`src/rtl/wavelet_window_ctrl.sv`:
```
// Raster-scan sequencer for the Haar wavelet front end: gates line-buffer shifts and
// issues one back-pressured 2x2 window strobe per completed block.
module wavelet_window_ctrl #(
  parameter int unsigned WIDTH  = 256,
  parameter int unsigned HEIGHT = 256
) (
  input  logic                      clk,
  input  logic                      resetn,
  input  logic                      in_valid,
  input  logic                      in_sof,
  output logic                      in_ready,
  output logic                      shift_en,
  output logic [$clog2(WIDTH)-1:0]  col,
  output logic [$clog2(HEIGHT)-1:0] row,
  output logic                      win_valid,
  input  logic                      win_ready,
  output logic [$clog2(WIDTH)-2:0]  win_x,
  output logic [$clog2(HEIGHT)-2:0] win_y,
  output logic                      win_last,
  output logic                      busy,
  output logic                      err_sof
);

  localparam int unsigned CW = $clog2(WIDTH);
  localparam int unsigned RW = $clog2(HEIGHT);
  localparam logic [CW-1:0] ColLast = CW'(WIDTH - 1);
  localparam logic [RW-1:0] RowLast = RW'(HEIGHT - 1);

  typedef enum logic [1:0] {StIdle, StRowEven, StRowOdd, StDrain} state_e;

  state_e state_q;
  logic   in_row, stall, fire, at_origin, col_wrap;

  always_comb begin
    in_row    = (state_q == StRowEven) || (state_q == StRowOdd);
    stall     = win_valid & ~win_ready;
    // Gated by resetn so upstream never sees ready while the block is held in reset.
    in_ready  = resetn & ((state_q == StIdle) | (in_row & ~stall));
    fire      = in_valid & in_ready;
    shift_en  = fire & (in_row | ((state_q == StIdle) & in_sof));
    at_origin = (col == '0) && (row == '0);
    col_wrap  = (col == ColLast);
  end

  assign busy = (state_q != StIdle);

  always_ff @(posedge clk or negedge resetn) begin
    if (!resetn) begin
      state_q   <= StIdle;
      col       <= '0;
      row       <= '0;
      win_valid <= 1'b0;
      win_x     <= '0;
      win_y     <= '0;
      win_last  <= 1'b0;
      err_sof   <= 1'b0;
    end else begin
      err_sof <= 1'b0;
      if (win_valid && win_ready) win_valid <= 1'b0;
      unique case (state_q)
        StIdle: begin
          if (fire) begin
            if (in_sof) begin
              col     <= CW'(1);
              row     <= '0;
              state_q <= StRowEven;
            end else begin
              err_sof <= 1'b1;
            end
          end
        end
        StRowEven, StRowOdd: begin
          if (fire) begin
            if (in_sof && !at_origin) begin
              // Abort: this pixel restarts the frame; any pending window keeps its handshake.
              err_sof <= 1'b1;
              col     <= CW'(1);
              row     <= '0;
              state_q <= StRowEven;
            end else begin
              if (state_q == StRowOdd && col[0]) begin
                win_valid <= 1'b1;
                win_x     <= col[CW-1:1];
                win_y     <= row[RW-1:1];
                win_last  <= (row == RowLast) && col_wrap;
              end
              if (col_wrap) begin
                col <= '0;
                if (state_q == StRowEven) begin
                  row     <= row + RW'(1);
                  state_q <= StRowOdd;
                end else if (row == RowLast) begin
                  row     <= '0;
                  state_q <= StDrain;
                end else begin
                  row     <= row + RW'(1);
                  state_q <= StRowEven;
                end
              end else begin
                col <= col + CW'(1);
              end
            end
          end
        end
        StDrain: begin
          if (win_valid && win_ready && win_last) state_q <= StIdle;
        end
        default: state_q <= StIdle;
      endcase
    end
  end

endmodule
```
`config.mk`:
```
export PLATFORM = sky130hd
export DESIGN_NAME = wavelet_window_ctrl
export DESIGN_NICKNAME = d
export VERILOG_FILES = /design/src/rtl/wavelet_window_ctrl.sv
export SDC_FILE = /design/constraint.sdc
export NUM_CORES = 1
export LEC_CHECK = 0
export CAP_MARGIN = 10
export CELL_PAD_IN_SITES_DETAIL_PLACEMENT = 0
export CELL_PAD_IN_SITES_GLOBAL_PLACEMENT = 1
export CORE_UTILIZATION = 30
export DETAILED_ROUTE_END_ITERATION = 10
export GPL_TIMING_DRIVEN = 0
export PLACE_DENSITY_LB_ADDON = 0.1
export REMOVE_ABC_BUFFERS = 1
export SYNTH_ARGS = -nofsm -noshare
export SYNTH_HDL_FRONTEND = slang
export SYNTH_SLANG_ARGS = --single-unit
```
`constraint.sdc`:
```
create_clock -name clk -period 6.1 [get_ports clk]
set_input_delay 1.22 -clock clk [delete_from_list [all_inputs] [get_ports clk]]
set_output_delay 1.22 -clock clk [all_outputs]
set_load 0.005 [all_outputs]
```
==> impl_metrics.ini, run 1 <==
[placed_design]
hpwl_um = 3430
dp_worst_setup_slack_ns = 1.99
io_buffers = 40
gp_congestion = 0.830
numPlacedInstances = 300

[cells_and_area]
insertedDiodeCount = 0
fin_cells = 308
final_nets = 245
drive_gt1_share_pct = 4.72
nFillCells = 603
post-route-util_pct = 41.2
syn_to_final_growth_pct = 29.2

[power_and_ir_drop]
p_leak_nw = 1.15
ir_drop_mv = 0.126
power_density_nw_per_um2 = 291

[clock_network]
hold_buffers = 0
cts-buffers-inserted = 5
cts_root_buf = clkbuf_8
clock_latency_ns = 0.29
clockBufferDepth = 2
clk_pin_slew_ns = 0.07
h-tree-depth = 2
cts_resized = 0
cts_tree = built
clkSinkCount = 35
post_cts_buffers = 0

[worst_setup_path]
crit_family = buffers and inverters
cpMaxStageDelayCell = buf_2
crit_fanout = 39
critPathRequiredTime_ns = 4.88
end_kind = primary output
crit_buf_inv = 2
cp.arrival_ns = 2.82
critPathMaxStageDelay_ns = 0.65
crit_chain = buf_2 > nand2_1 > nor3_1 > clkdlybuf4s50_1
path_class = primary input to primary output
start_kind = primary input

[yosys]
synth_top_area_share_pct = 45.0
post-synth-top-count-cell = dfrtp_1
synthTopCellsByCount = dfrtp_1 (35), mux2_1 (15), nand3_1 (14)
synth-async-reset-ratio_pct = 100
ys_seq_area_share_pct = 45.0
ys_types = 43
syn_area_um2 = 1940
post_synth_main_area_contributors = dfrtp_1 (45%), mux2_1 (8.7%), ha_1 (5.1%)
synth_edf_count = 0
yosys.area.top_type = dfrtp_1
synth_area_per_cell_um2 = 10.1
ys_ff_latch = 35
syn_inst = 193
yosys_warnings = 0
synthFlopType = dfrtp_1

[grt]
grt_pass1_wl_um = 8340
antenna_found_initial = 0
grt.total_usage_pct = 16.7
grt_max_degree = 40
grt_pass1_vias = 1616
overflow = 0

[sta]
setup_slack_ns = 2.06
grt_setup_unrepaired = no
hold_viol_final = 0
finalClockSkew_ns = 0.00745
max_freq_ghz = 0.248
setup_tns_ns = 0
period_minus_slack_ns = 4.04
hold_ws_ns = 0.492
slew_headroom_pct = 42.6
setup_viol = 0
final.period_utilization_pct = 66.2
slew_violations = 0
worst_pin_slew_ns = 0.861

[floorplanning]
ios = 41
die_y_um = 82.5
placementRows = 28
die_area_um2 = 6810
core_um2 = 6100
initial_core_util_pct = 31.9
die_width_um = 82.5

[routing]
viasPerCell = 5.35
routed-via-count = 1648
drt_iter0_markers = 91
drc_errors = 0
ant_nets = 0
wirelength_um = 4910
firstDrtPassIters = 5
wl_per_cell_um = 15.9

[status]
status = finished clean

[hold_path]
hold_path.class = flip-flop to flip-flop

[job]
cap_violations = 0
==> cell families (layout without fill, tap and decap cells) <==
logic type | Yosys count | in the layout | share of synthesized area (%)
buf+inv | 19 | 59 | 4.12
fa+ha+maj | 8 | 8 | 5.15
flops | 35 | 35 | 45.0
mux | 15 | 15 | 8.69
simple gates | 78 | 78 | 23.0
compound gates | 38 | 38 | 14.0
==> through the flow <==
step / power (W) / instance area (µm²)
6_report: 0.000732 / 2510
3_3_place_gp: 0.000515 / 2400
2_1_floorplan: 0.000417 / 1910
3_5_place_dp: 0.000516 / 2390
4_1_cts: 0.000741 / 2510
5_1_grt: 0.000789 / 2510
==> state kept, by name, summed over array words and instances (netlist names) <==
register,flops
win_x,7
row,8
win_last,1
col,8
state_q,2
win_valid,1
err_sof,1
win_y,7
==> layer usage <==
layer  up-vias  share of wire (%)  global-route usage (%)
li1        800                  -                       -
met1       796                 48                    23.6
met2        46                 46                    25.0
met3         6                4.8                    4.07
met4         0               0.96                    5.17
met5         -                  0                       0
==> where the power goes <==
part / total [W] / internal [W] / switching (W)
Combinational: 0.000240 / 0.0000914 / 0.000149
Clock: 0.000217 / 0.000132 / 0.0000852
Sequential: 0.000274 / 0.000247 / 0.0000275
==> worst reg2reg max path: cells and delay by family (launching register included) <==
family                   cells  cell delay, ns
AO/OA/AOI/OAI                2            0.55
adder cells (fa/ha/maj)      1            0.30
AND/OR/NAND/NOR              3            1.26
flip-flops                   1            0.41
buffers and inverters        1            0.08
==> cell usage in the layout, fill, tap and decap left out, drive strengths merged, types with 2 or more instances in the layout <==
| cell | netlist | layout |
|---|---|---|
| clkdlybuf4s50 | 0 | 39 |
| dfrtp | 35 | 35 |
| mux2 | 15 | 15 |
| nand3 | 14 | 14 |
| nor2 | 12 | 12 |
| o21ai | 12 | 12 |
| inv | 11 | 11 |
| nand2 | 10 | 10 |
| and3 | 9 | 9 |
| ha | 8 | 8 |
| nor2b | 6 | 6 |
| clkbuf | 5 | 6 |
| nand4 | 6 | 6 |
| a21oi | 5 | 5 |
| nor3 | 4 | 4 |
| nor4 | 4 | 4 |
| a221o | 4 | 4 |
| nand2b | 3 | 3 |
| a22o | 3 | 3 |
| or4 | 2 | 2 |
| o41ai | 2 | 2 |
| a32o | 2 | 2 |
==> final timing paths <==
path / from / endpoint / slack, ns / depth (start not counted)
max in group asynchronous: resetn / row[6] / 4.52 / 1
worst max register to register: state_q[0] / row[7] / 3.44 / 7
worst max-delay path: resetn / shift_en / 2.06 / 4
min in group asynchronous: resetn / win_y[1] / 1.05 / 1
worst min-delay path: win_y[1] / win_y[1] / 0.49 / 1
worst min register to register: win_y[1] / win_y[1] / 0.49 / 1
==> area by class of cell <==
class | instances | area [µm²] | area share, %
inverter | 11 | 41.3 | 1.64
clock buffer | 6 | 82.6 | 3.29
clock inverter | 2 | 35.0 | 1.39
multi-input combinational | 139 | 988 | 39.3
timing repair buffer | 40 | 395 | 15.7
tap | 75 | 93.8 | 3.74
sequential | 35 | 876 | 34.9
(Power assumes the default switching activity.)
==> inputs of run 2 (changes only) <==
==> constraint.sdc (replaced) <==
create_clock -name clk -period 3.9 [get_ports clk]
set_input_delay 0.78 -clock clk [delete_from_list [all_inputs] [get_ports clk]]
set_output_delay 0.78 -clock clk [all_outputs]
set_load 0.005 [all_outputs]
==> results of run 2 <==
Same layout as run 1 (identical final DEF). Status: finished clean.
Main changes from that run: setup slack after placement 1.99 ns -> 0.595 ns; setup slack after layout 2.06 ns -> 0.741 ns; register-to-register setup slack 3.44 ns -> 1.24 ns; total power 0.000732 W -> 0.00114 W; worst IR drop on VDD 0.126 mV -> 0.197 mV
